`config.mk`:
```
export PLATFORM = sky130hd
export DESIGN_NAME = segment_display_monitor
export DESIGN_NICKNAME = d
export VERILOG_FILES = /design/src/rtl/segment_display_monitor.sv
export SDC_FILE = /design/constraint.sdc
export NUM_CORES = 1
export LEC_CHECK = 0
export BUFFER_PORTS_ARGS = -buffer_cell sky130_fd_sc_hd__buf_4
export CORE_ASPECT_RATIO = 0.7
export CORE_MARGIN = 2
export CORE_UTILIZATION = 58
export CTS_CLUSTER_SIZE = 12
export DETAILED_ROUTE_END_ITERATION = 8
export MAX_ROUTING_LAYER = met4
export PLACE_DENSITY = 0.81
export RECOVER_POWER = 100
export SLEW_MARGIN = 40
export SYNTH_ARGS = -nofsm -noshare
export SYNTH_HDL_FRONTEND = slang
export SYNTH_SLANG_ARGS = --single-unit
```
`constraint.sdc`:
```
create_clock -name clk -period 4.4 [get_ports clk]
set_clock_uncertainty 0.2 [all_clocks]
set_input_delay 0.22 -clock clk [delete_from_list [all_inputs] [get_ports clk]]
set_output_delay 0.22 -clock clk [all_outputs]
set_load 0.01 [all_outputs]
```
`src/rtl/segment_display_monitor.sv`:
```
// Receive-side monitor for a 7-segment up/down counter display.
// Filters the segment bus for stability, decodes accepted patterns back to a
// decimal digit, classifies digit changes as +1 / -1 / jump steps, flags
// illegal patterns and keeps saturating counts of up and down steps.
module segment_display_monitor #(
   parameter int STABLE_CYCLES = 4,
   parameter int CNT_W         = 8
) (
   input  logic             clk,
   input  logic             rst,
   input  logic [6:0]       segment,
   output logic [3:0]       digit,
   output logic             digit_valid,
   output logic             step_up,
   output logic             step_down,
   output logic             jump,
   output logic             illegal,
   output logic [6:0]       err_pattern,
   output logic [CNT_W-1:0] up_cnt,
   output logic [CNT_W-1:0] down_cnt
);

   typedef enum logic [1:0] {
      IDLE  = 2'd0,
      TRACK = 2'd1,
      FAULT = 2'd2
   } state_t;

   localparam logic [7:0]       STABLE_C = 8'(STABLE_CYCLES);
   localparam logic [CNT_W-1:0] CNT_MAX  = {CNT_W{1'b1}};
   localparam logic [CNT_W-1:0] CNT_ONE  = CNT_W'(1);

   // Decode a segment pattern into {legal, digit}; anything off-table is illegal.
   function automatic logic [4:0] decode_seg(input logic [6:0] pat);
      logic [4:0] res;
      case (pat)
         7'h3F:   res = {1'b1, 4'd0};
         7'h06:   res = {1'b1, 4'd1};
         7'h5B:   res = {1'b1, 4'd2};
         7'h4F:   res = {1'b1, 4'd3};
         7'h66:   res = {1'b1, 4'd4};
         7'h6D:   res = {1'b1, 4'd5};
         7'h7D:   res = {1'b1, 4'd6};
         7'h07:   res = {1'b1, 4'd7};
         7'h7F:   res = {1'b1, 4'd8};
         7'h6F:   res = {1'b1, 4'd9};
         default: res = {1'b0, 4'd0};
      endcase
      return res;
   endfunction

   state_t           state_r;
   state_t           state_next_s;
   logic [6:0]       sample_r;
   logic [7:0]       run_r;
   logic [7:0]       run_next_s;
   logic [6:0]       last_pat_r;
   logic             accept_s;
   logic [4:0]       dec_s;
   logic [3:0]       digit_inc_s;
   logic [3:0]       digit_dec_s;
   logic [3:0]       digit_next_s;
   logic             valid_next_s;
   logic             up_next_s;
   logic             down_next_s;
   logic             jump_next_s;
   logic             illegal_next_s;
   logic [6:0]       err_next_s;
   logic [CNT_W-1:0] up_cnt_next_s;
   logic [CNT_W-1:0] down_cnt_next_s;

   // Stability filter: run length of identical samples and the acceptance strobe.
   always_comb begin
      run_next_s = run_r;
      if (segment != sample_r) begin
         run_next_s = 8'd1;
      end else if (run_r != STABLE_C) begin
         run_next_s = run_r + 8'd1;
      end else begin
         run_next_s = run_r;
      end
      // Accept only on the edge the run reaches the threshold, never while it sits there.
      accept_s = (run_next_s == STABLE_C)
               && !((run_r == STABLE_C) && (segment == sample_r))
               && ((state_r == IDLE) || (segment != last_pat_r));
      dec_s       = decode_seg(segment);
      digit_inc_s = (digit == 4'd9) ? 4'd0 : digit + 4'd1;
      digit_dec_s = (digit == 4'd0) ? 4'd9 : digit - 4'd1;
   end

   // Next-state and next-output logic of the tracking FSM.
   always_comb begin
      state_next_s   = state_r;
      digit_next_s   = digit;
      valid_next_s   = digit_valid;
      up_next_s      = 1'b0;
      down_next_s    = 1'b0;
      jump_next_s    = 1'b0;
      illegal_next_s = illegal;
      err_next_s     = err_pattern;
      case (state_r)
         IDLE: begin
            if (accept_s) begin
               if (dec_s[4]) begin
                  digit_next_s = dec_s[3:0];
                  valid_next_s = 1'b1;
                  state_next_s = TRACK;
               end else begin
                  illegal_next_s = 1'b1;
                  err_next_s     = segment;
                  state_next_s   = FAULT;
               end
            end else begin
               state_next_s = IDLE;
            end
         end
         TRACK, FAULT: begin
            if (accept_s) begin
               if (dec_s[4]) begin
                  // With no retained digit this is the first acceptance: no pulse.
                  if (digit_valid) begin
                     if (dec_s[3:0] == digit_inc_s) begin
                        up_next_s = 1'b1;
                     end else if (dec_s[3:0] == digit_dec_s) begin
                        down_next_s = 1'b1;
                     end else if (dec_s[3:0] != digit) begin
                        jump_next_s = 1'b1;
                     end else begin
                        jump_next_s = 1'b0;
                     end
                  end else begin
                     jump_next_s = 1'b0;
                  end
                  digit_next_s   = dec_s[3:0];
                  valid_next_s   = 1'b1;
                  illegal_next_s = 1'b0;
                  state_next_s   = TRACK;
               end else begin
                  illegal_next_s = 1'b1;
                  err_next_s     = segment;
                  state_next_s   = FAULT;
               end
            end else begin
               state_next_s = state_r;
            end
         end
         default: begin
            state_next_s = IDLE;
         end
      endcase
      up_cnt_next_s   = (up_next_s && (up_cnt != CNT_MAX)) ? up_cnt + CNT_ONE : up_cnt;
      down_cnt_next_s = (down_next_s && (down_cnt != CNT_MAX)) ? down_cnt + CNT_ONE : down_cnt;
   end

   // State, filter and output registers with synchronous reset.
   always_ff @(posedge clk) begin
      if (rst) begin
         state_r     <= IDLE;
         sample_r    <= 7'h00;
         run_r       <= 8'd0;
         last_pat_r  <= 7'h00;
         digit       <= 4'd0;
         digit_valid <= 1'b0;
         step_up     <= 1'b0;
         step_down   <= 1'b0;
         jump        <= 1'b0;
         illegal     <= 1'b0;
         err_pattern <= 7'h00;
         up_cnt      <= {CNT_W{1'b0}};
         down_cnt    <= {CNT_W{1'b0}};
      end else begin
         state_r     <= state_next_s;
         sample_r    <= segment;
         run_r       <= run_next_s;
         last_pat_r  <= accept_s ? segment : last_pat_r;
         digit       <= digit_next_s;
         digit_valid <= valid_next_s;
         step_up     <= up_next_s;
         step_down   <= down_next_s;
         jump        <= jump_next_s;
         illegal     <= illegal_next_s;
         err_pattern <= err_next_s;
         up_cnt      <= up_cnt_next_s;
         down_cnt    <= down_cnt_next_s;
      end
   end

endmodule

```
==> results of run 1 <==
==> through the flow <==
step	hold WS (ns)	power, mW	setup WS (ns)	std cells	util [%]
floorplan	0.243	0.576	1.29	373	-
global placement	0.251	0.587	1.15	462	66.0
detailed placement	0.259	0.589	1.06	462	66.0
CTS	0.0280	0.943	1.04	470	68.3
global route	0.0413	0.969	0.507	470	65.4
finish	0.0448	0.931	0.760	470	65.4
==> worst paths after layout <==
kind,startpoint,end,slack [ns]
hold / removal,segment[1],last_pat_r[1],0.04
setup / recovery,run_r[0],up_cnt[7],0.76
hold reg to reg,last_pat_r[6],last_pat_r[6],0.27
setup reg to reg,run_r[0],up_cnt[7],0.76
==> flip-flops by register name, indices dropped and copies added (netlist names) <==
name         flops
digit            4
digit_valid      1
down_cnt         8
err_pattern      7
illegal          1
jump             1
last_pat_r       7
run_r            8
sample_r         7
state_r          2
step_down        1
step_up          1
up_cnt           8
==> Yosys cell counts (3+ instances only) <==
master,number,area share [%]
dfxtp_1,56,35
nor2_1,44,5.1
nand2_1,27,3.2
xor2_1,21,5.7
a21oi_1,18,2.8
nand3_1,16,2.5
inv_1,13,1.5
mux2i_1,13,4.0
xnor2_1,12,3.3
clkbuf_1,10,1.2
or3_1,10,1.9
and3_1,9,1.8
buf_2,9,1.4
o21ai_0,9,1.4
nand4_1,7,1.4
and2_1,6,1.2
ha_1,6,2.3
nor2b_1,6,1.2
nor3_1,6,0.93
nor4_1,5,0.97
a31oi_1,4,0.78
nand4b_1,4,1.1
a311oi_1,3,0.82
buf_4,3,0.70
nand2b_1,3,0.58
nand3b_1,3,0.70
==> power by group through the flow <==
stage	clock, mW	combinational (mW)	sequential, mW
2_1_floorplan	0	0.0518	0.524
6_report	0.355	0.0642	0.512
5_1_grt	0.386	0.0700	0.513
3_5_place_dp	0	0.0648	0.524
3_3_place_gp	0	0.0627	0.524
4_1_cts	0.365	0.0649	0.512
==> worst max-delay path: stages (launching register included) <==
cell and delay, ns:
dfxtp_1 0.35, inv_1 0.11, ha_1 0.15, nor4b_1 0.63, nand4_1 0.22, a32o_1 0.34, nor4_4 0.44, nand4b_1 0.14
nand4bb_1 0.32, or4_1 0.53, a21oi_1 0.14
==> logic make-up after synthesis <==
family / Yosys count / synth area share, %
XOR/XNOR: 33 / 8.99
AND/OR/NAND/NOR: 168 / 30.7
flip-flops: 56 / 34.9
AO/OA/AOI/OAI: 61 / 13.9
adder cells (fa/ha/maj): 6 / 2.34
multiplexers: 13 / 4.05
buffers and inverters: 36 / 5.14
==> final cells by class <==
cell class | count | area (um2)
Fill cell | 476 | 1830
Inverter | 13 | 48.8
Tap cell | 72 | 90.1
Clock inverter | 2 | 38.8
Multi-Input combinational cell | 281 | 1900
Timing Repair Buffer | 40 | 176
Clock buffer | 6 | 82.6
Sequential cell | 56 | 1120
==> layout by cell type (no fill, tap or decap), types with 9 or more instances in the layout <==
cell,n
mux2i_1,13
and3_1,9
clkbuf_1,33
or3_1,10
nor2_1,44
inv_1,13
o21ai_0,9
xnor2_1,12
nand3_1,16
dfxtp_1,56
a21oi_1,18
xor2_1,21
nand2_1,27
==> per-layer routing <==
layer / vias to the layer above / track usage (%) / wire [um]
met2: 97 / 34.4 / 3140
met5: - / - / 0
met4: 0 / 5.33 / 41
li1: 1381 / - / -
met3: 6 / 4.22 / 458
met1: 1306 / 36.5 / 3470
==> impl_metrics.py, run 1 <==
metrics = {
    "run_status": {
        "run_status": "finished with violations",
        "violations": "capacitance limit, slew limit",
    },
    "route": {
        "final_antenna_net_count": 0,
        "routedWlPerCell_um": 15.1,
        "drt-pass1-iter-count": 5,
        "avgViaCountPerCell": 5.94,
        "first_iter_violations": 159,
        "totalWireLength_um": 7110,
        "drc": 0,
        "vias": 2790,
    },
    "cells_and_area": {
        "drive_gt1_share_pct": 5.78,
        "num-nets-final": 412,
        "final_design_area_no_fill_um2": 3460,
        "syn_to_final_growth_pct": 7.51,
        "diodes": 0,
    },
    "timing": {
        "period_share_pct": 82.7,
        "period_minus_slack_ns": 3.64,
        "hold_viol_final": 0,
        "maxSlewHeadroom_pct": -47.6,
        "setup_violations": 0,
        "fmax_ghz": 0.275,
        "drv_slew": 53,
        "fin_tns_setup_ns": 0,
        "grt_setup_unrepaired": "false",
        "tightest_slew_ns": 2.21,
    },
    "setup_path": {
        "cp_data_required_time_ns": 4.42,
        "r2r_cells": 10,
        "cp-end-kind": "flip-flop",
        "crit_fanout": 5,
        "arrival_ns": 3.66,
        "crit_type": "reg -> reg",
        "cp-start-kind": "flip-flop",
    },
    "pwr": {
        "power_switching_uw": 212,
        "p_per_area_nw_per_um2": 269,
        "p_leak_nw": 1.23,
        "internal_power_uw": 719,
        "peakVddDrop_mv": 0.177,
        "clkPwrFrac_pct": 38.1,
        "comb_power_share_pct": 6.9,
        "swShare_pct": 22.8,
        "pwr-share-seq_pct": 55.0,
    },
    "die": {
        "die_h_um": 66.3,
        "design.die.area_um2": 6160,
        "initial_utilization_pct": 60.8,
        "die_w_um": 93.0,
        "core_um2": 5290,
        "ios": 41,
        "rows": 22,
    },
    "yosys": {
        "ys_seq_area_share_pct": 34.9,
        "ys.flop_type": "dfxtp_1",
        "ys_ff_latch": 56,
        "synth_edf_count": 0,
        "async_flop_share_pct": 0,
        "syn_nets": 388,
        "ys_warn_count": 0,
        "syn-cell-area_um2": 3210,
        "yosysUniqueCellTypes": 63,
        "syn_area_per_cell_um2": 8.62,
        "syn_inst": 373,
    },
    "global_routing": {
        "grt_max_degree": 53,
        "grt.total_usage_pct": 24.5,
        "grt_first_pass_wirelength_um": 11700,
        "grt_pass1_vias": 2413,
        "grt_antenna_before_repair": 0,
        "overflow": 0,
    },
    "clock_tree": {
        "cts_made_buffers": 5,
        "clock_sinks": 56,
        "clk_latency_ns": 0.31,
        "clockBufferDepth": 2,
        "cts_resized": 0,
        "postCtsHoldBufs": 0,
        "h-tree-depth": 2,
        "postCtsSetupRepairBufs": 0,
        "path_clk_slew_ns": 0.10,
        "clockRootBuffer": "clkbuf_8",
        "cts_tree": "built",
    },
    "worst_hold_path": {
        "min_path_type": "in -> reg",
        "holdPathStages": 3,
    },
    "placement": {
        "place.gp.congestion": 0.911,
        "dp_hpwl_um": 5090,
        "dpl_cell_area_um2": 3490,
        "io_buffer_count": 40,
    },
    "flow_run": {
        "drv_cap": 1,
    },
}
No activity file was read; power rests on OpenSTA's default activity.
==> run 2: changes to the inputs <==
--- a/config.mk
+++ b/config.mk
@@ -5,6 +5,7 @@
 export SDC_FILE = /design/constraint.sdc
 export NUM_CORES = 1
 export LEC_CHECK = 0
+export ABC_AREA = 1
 export BUFFER_PORTS_ARGS = -buffer_cell sky130_fd_sc_hd__buf_4
 export CORE_ASPECT_RATIO = 0.7
 export CORE_MARGIN = 2
==> constraint.sdc (replaced) <==
create_clock -name clk -period 3.7 [get_ports clk]
set_clock_uncertainty 0.2 [all_clocks]
set_input_delay 0.185 -clock clk [delete_from_list [all_inputs] [get_ports clk]]
set_output_delay 0.185 -clock clk [all_outputs]
set_load 0.01 [all_outputs]
==> impl_metrics.py, run 2 <==
metrics = {
    "global_routing": {
        "overflow": 0,
        "grt_pass1_vias": 3157,
        "grt_first_pass_wirelength_um": 13800,
        "grt.total_usage_pct": 27.7,
        "grt_max_degree": 22,
        "grt_antenna_before_repair": 0,
    },
    "route": {
        "avgViaCountPerCell": 5.32,
        "routedWlPerCell_um": 12.5,
        "vias": 3451,
        "first_iter_violations": 195,
        "drt-pass1-iter-count": 4,
        "drc": 0,
        "totalWireLength_um": 8120,
        "final_antenna_net_count": 0,
    },
    "placement": {
        "place.gp.congestion": 0.896,
        "dp_hpwl_um": 6120,
        "io_buffer_count": 40,
    },
    "setup_path": {
        "rr_startpoint": "run_r[1]",
        "startpoint": "segment[5]",
        "crit_fanout": 8,
        "r2r_slack_ns": 1.03,
        "endpoint": "down_cnt[0]",
        "regToRegEndpoint": "down_cnt[0]",
        "crit_type": "in -> reg",
        "arrival_ns": 3.11,
        "cp-end-kind": "flip-flop",
        "r2r_cells": 14,
        "cp_data_required_time_ns": 3.72,
        "cp-start-kind": "primary input",
    },
    "flow_run": {
        "drv_cap": 0,
    },
    "cells_and_area": {
        "fillCellCount": 562,
        "drive_gt1_share_pct": 7.14,
        "syn_to_final_growth_pct": 9.99,
        "diodes": 0,
        "num-nets-final": 588,
        "final_cell_mix": "nand2_1 (136), inv_1 (81), nor2_1 (70)",
        "final_common_cell": "nand2_1",
        "reg.largest.list": "down_cnt x8, run_r x8, up_cnt x8",
    },
    "clock_tree": {
        "cts_resized": 0,
        "cts_made_buffers": 5,
        "postCtsSetupRepairBufs": 0,
        "path_clk_slew_ns": 0.10,
        "clk_latency_ns": 0.31,
        "clockRootBuffer": "clkbuf_8",
        "postCtsHoldBufs": 6,
        "h-tree-depth": 2,
        "clockBufferDepth": 2,
        "cts_tree": "built",
        "clock_sinks": 56,
    },
    "pwr": {
        "peakVddDrop_mv": 0.185,
        "p_leak_nw": 1.58,
        "p_total_mw": 1.09,
        "swShare_pct": 23.2,
        "pwr-share-seq_pct": 56.1,
        "p_per_area_nw_per_um2": 289,
        "clkPwrFrac_pct": 36.6,
        "power_switching_uw": 252,
        "internal_power_uw": 835,
        "comb_power_share_pct": 7.3,
    },
    "die": {
        "core_um2": 5700,
        "ios": 41,
        "initial_utilization_pct": 60.0,
        "rows": 23,
        "die_w_um": 95.8,
        "die_h_um": 68.3,
        "design.die.area_um2": 6540,
    },
    "yosys": {
        "synth_area_leaders": "dfxtp_1 (33%), nand2_1 (15%), inv_1 (8.3%), nor2_1 (7.6%), nand4_1 (6.8%)",
        "ys_ff_latch": 56,
        "synth.top_cells.by_count": "nand2_1 (134), inv_1 (76), nor2_1 (69)",
        "syn_inst": 532,
        "yosysTopAreaCellShare_pct": 32.8,
        "synth_area_leader_cell": "dfxtp_1",
        "yosys.cell_count.top_type": "nand2_1",
        "synth_edf_count": 0,
        "syn_area_per_cell_um2": 6.43,
        "ys_warn_count": 0,
        "async_flop_share_pct": 0,
        "yosysUniqueCellTypes": 34,
        "ys.flop_type": "dfxtp_1",
        "syn_nets": 547,
        "ys_seq_area_share_pct": 32.8,
        "syn-cell-area_um2": 3420,
    },
    "timing": {
        "fin_tns_setup_ns": 0,
        "fmax_ghz": 0.324,
        "maxSlewHeadroom_pct": 66.3,
        "setup_violations": 0,
        "drv_slew": 0,
        "period_share_pct": 83.5,
        "tightest_slew_ns": 0.500,
        "grt_setup_unrepaired": "false",
        "period_minus_slack_ns": 3.09,
        "hold_viol_final": 0,
    },
    "worst_hold_path": {
        "min_path_type": "in -> reg",
    },
    "run_status": {
        "run_status": "completed",
    },
}
## run 2: cell types whose count changed after synthesis, sizes merged, moves of 7 or more
cell / before / now
xnor2: 12 / 4
xor2: 21 / 8
or3: 10 / 0
nand2: 27 / 140
inv: 13 / 85
nand4: 8 / 39
a21oi: 18 / 25
and3: 9 / 0
nand3: 16 / 27
mux2i: 13 / 0
o21ai: 9 / 26
nor2: 44 / 83
## run 2: final cells by class
| type | instances | area (um2) | share of cell area (%) |
|---|---|---|---|
| flip-flops and latches | 56 | 1120 | 29.8 |
| well taps | 75 | 93.8 | 2.49 |
| clock buffers | 6 | 72.6 | 1.93 |
| multi-input cells | 377 | 1880 | 50.0 |
| clock inverters | 2 | 35.0 | 0.931 |
| inverters | 86 | 324 | 8.61 |
| repair buffers | 47 | 236 | 6.29 |
## run 2: critical path, stage by stage
cell and delay, ns:
dlygate4sd3_1 0.52, clkbuf_1 0.33, nand2_1 0.09, nand2_1 0.08, nand2_1 0.05, nor2_1 0.31, nand3_2 0.21, inv_2 0.15
nand2_1 0.10, nor2_4 0.16, nand4_1 0.26, nor2_4 0.28, nand2_1 0.15, o21ai_0 0.17, nor2_1 0.05
## run 2: logic make-up (layout without fill, tap and decap cells)
family,after synthesis,count (layout),synth area share (%)
DFF,56,56,32.8
buffers and inverters,99,141,11.7
and+or+nand+nor,302,302,41.6
AOI/OAI and AO/OA,57,57,8.63
xor gates and xnor gates,12,12,3.07
adders and majority gates,6,6,2.19
## run 2: how the worst min path moves through the flow
stage	start	endpoint	slack, ns	cells after the start
4_1_cts	rst	sample_r[0]	0.01	2
6_report	rst	err_pattern[0]	0.02	2
5_1_grt	rst	sample_r[6]	0.01	2
2_1_floorplan	segment[2]	sample_r[2]	0.11	2
3_3_place_gp	err_pattern[1]	err_pattern[1]	0.25	2
3_5_place_dp	err_pattern[4]	err_pattern[4]	0.26	2
## run 2: power by group through the flow
stage	combinational (mW)	sequential, mW	clock [mW]
2_1_floorplan	0.0554	0.623	0
3_3_place_gp	0.0738	0.624	0
3_5_place_dp	0.0761	0.624	0
4_1_cts	0.0814	0.610	0.409
5_1_grt	0.0882	0.611	0.429
6_report	0.0793	0.610	0.398
## run 2: through the flow
| stage | utilization (%) | worst slack (ns) | std cells | hold slack, ns | area [um2] |
|---|---|---|---|---|---|
| 3_5_place_dp | 65.7 | 1.06 | 635 | 0.256 | 3740 |
| 3_3_place_gp | 65.7 | 1.19 | 635 | 0.251 | 3740 |
| 2_1_floorplan | - | 1.55 | 532 | 0.107 | 3420 |
| 4_1_cts | 68.7 | 0.937 | 649 | 0.0112 | 3910 |
| 6_report | 66.0 | 0.611 | 649 | 0.0228 | 3760 |
| 5_1_grt | 66.0 | 0.391 | 649 | 0.0112 | 3760 |
## run 2: layer usage
| layer | wire length [um] | vias to the layer above | track usage, % |
|---|---|---|---|
| met5 | 0 | - | - |
| met4 | 61 | 0 | 7.86 |
| met3 | 484 | 6 | 5.73 |
| met2 | 3700 | 97 | 44.7 |
| met1 | 3870 | 1566 | 35.6 |
| li1 | - | 1782 | - |
==> run 3: changes to the inputs <==
--- a/config.mk
+++ b/config.mk
@@ -9,11 +9,11 @@
 export BUFFER_PORTS_ARGS = -buffer_cell sky130_fd_sc_hd__buf_4
 export CORE_ASPECT_RATIO = 0.7
 export CORE_MARGIN = 2
-export CORE_UTILIZATION = 58
+export CORE_UTILIZATION = 53
 export CTS_CLUSTER_SIZE = 12
 export DETAILED_ROUTE_END_ITERATION = 8
 export MAX_ROUTING_LAYER = met4
-export PLACE_DENSITY = 0.81
+export PLACE_DENSITY = 0.78
 export RECOVER_POWER = 100
 export SLEW_MARGIN = 40
 export SYNTH_ARGS = -nofsm -noshare
==> constraint.sdc (replaced) <==
create_clock -name clk -period 2.65 [get_ports clk]
set_clock_uncertainty 0.2 [all_clocks]
set_input_delay 0.1325 -clock clk [delete_from_list [all_inputs] [get_ports clk]]
set_output_delay 0.1325 -clock clk [all_outputs]
set_load 0.01 [all_outputs]
==> impl_metrics.py, run 3 (synthesis gave the netlist of run 2 again) <==
metrics = {
    "run_status": {
        "run_status": "completed",
    },
    "timing": {
        "hold_slack_ns": 0.271,
        "fin_ws_ns": 0.165,
        "tightest_slew_ns": 0.505,
        "drv_slew": 0,
        "fin_tns_setup_ns": 0,
        "setup_violations": 0,
        "maxSlewHeadroom_pct": 66.3,
        "hold_viol_final": 0,
        "period_minus_slack_ns": 2.49,
        "fmax_ghz": 0.402,
        "period_share_pct": 93.8,
    },
    "clock_tree": {
        "h-tree-depth": 2,
        "cts_tree": "built",
        "clock_sinks": 56,
        "clockRootBuffer": "clkbuf_8",
        "cts_made_buffers": 5,
        "clockBufferDepth": 2,
        "clk_latency_ns": 0.31,
        "path_clk_slew_ns": 0.10,
    },
    "route": {
        "drt-pass1-iter-count": 5,
        "totalWireLength_um": 8020,
        "vias": 3494,
        "first_iter_violations": 197,
        "final_antenna_net_count": 0,
        "routedWlPerCell_um": 12.1,
        "avgViaCountPerCell": 5.26,
        "drc": 0,
    },
    "pwr": {
        "p_per_area_nw_per_um2": 374,
        "peakVddDrop_mv": 0.262,
        "p_leak_nw": 1.65,
        "p_total_mw": 1.47,
    },
    "global_routing": {
        "grt_first_pass_wirelength_um": 13700,
        "grt_max_degree": 21,
        "grt_antenna_before_repair": 0,
        "grt.total_usage_pct": 24.1,
        "grt_pass1_vias": 3088,
        "overflow": 0,
    },
    "cells_and_area": {
        "syn_to_final_growth_pct": 14.8,
        "drive_gt1_share_pct": 10.4,
        "diodes": 0,
        "final_design_area_no_fill_um2": 3930,
        "reg.largest.list": "down_cnt x8, run_r x8, up_cnt x8",
        "num-nets-final": 600,
        "layout.cells.non_filler": 664,
        "fin_util_pct": 62.9,
        "final_common_cell": "nand2_1",
        "final_cell_mix": "nand2_1 (133), inv_1 (76), nor2_1 (68)",
    },
    "die": {
        "design.die.area_um2": 7120,
        "initial_utilization_pct": 54.8,
        "ios": 41,
        "rows": 24,
        "die_h_um": 71.2,
        "core_um2": 6250,
        "die_w_um": 100,
    },
    "setup_path": {
        "path_common_cell": "nand2_1",
        "cp-start-kind": "primary input",
        "cp_data_required_time_ns": 2.64,
        "arrival_ns": 2.48,
        "crit_chain": "dlygate4sd3_1 -> buf_4 -> inv_2 -> nand2_1 -> nand2_1 -> nand2_1 -> nor2_4 -> nand3_2 -> inv_2 -> nand2_2 -> nor2_4 -> nand3_4 -> nor2_4 -> nand2_1 -> o21ai_0 -> a21oi_1",
        "cp-end-kind": "flip-flop",
        "r2r_cells": 13,
        "crit_type": "in -> reg",
        "critical-path-max-stage-delay_ns": 0.54,
        "cp_slowest_cell": "dlygate4sd3_1",
        "crit_fanout": 8,
    },
    "flow_run": {
        "drv_cap": 0,
    },
    "placement": {
        "dp_cells": 640,
        "place_ws_ns": 0.194,
        "dpl_cell_area_um2": 3760,
        "io_buffer_count": 40,
        "place.gp.congestion": 0.887,
        "dp_hpwl_um": 5940,
    },
    "worst_hold_path": {
        "min_path_type": "reg -> reg",
        "holdPathStages": 2,
    },
}
-- run 3: cell count changes in the layout (fill, tap and decap cells not counted), moves of 3 or more --
cell	previous run	this run
clkbuf_1	36	32
dlygate4sd3_1	6	14
nand2_1	136	133
inv_2	4	9
buf_4	6	13
inv_1	81	76
nor2_4	5	9
-- run 3: final timing paths --
check | start | end | slack (ns)
hold / removal | err_pattern[0] | err_pattern[0] | 0.27
hold reg to reg | err_pattern[0] | err_pattern[0] | 0.27
setup / recovery | segment[4] | digit[2] | 0.16
setup reg to reg | run_r[0] | digit[2] | 0.20
-- run 3: area by class of cell --
type                            count  area (um2)
Sequential cell                    56        1120
Timing Repair Buffer               59         358
Inverter                           86         324
Clock inverter                      2        10.0
Fill cell                         624        2320
Clock buffer                        6        82.6
Multi-Input combinational cell    377        1930
Tap cell                           78        97.6
-- run 3: repair_timing --
action / in CTS / in global routing
buffers inserted: 0 / 2
hold endpoints to repair: 25 / 0
hold buffers: 14 / 0
setup endpoints to repair: 0 / 26
resized for setup: 0 / 9
-- run 3: metal layers --
layer / GRT usage, % / vias up / share of wire [%] / routed length (um)
met5: - / - / 0 / 0
met4: 5.33 / 0 / 0.49 / 39
met3: 4.00 / 4 / 5.6 / 452
met2: 37.8 / 101 / 44 / 3490
met1: 33.0 / 1587 / 50 / 4040
li1: - / 1802 / - / -
-- run 3: where the power goes --
group	internal, mW	total, mW	leakage (nW)	switching [mW]
Combinational	0.0510	0.130	1.15	0.0786
Clock	0.210	0.489	0.0510	0.279
Sequential	0.848	0.852	0.454	0.00422
-- run 3: worst max-delay path, delay by kind of cell --
family	cells	cell delay (ns)
simple gates	10	1.15
buf+inv	4	0.94
compound gates	2	0.27
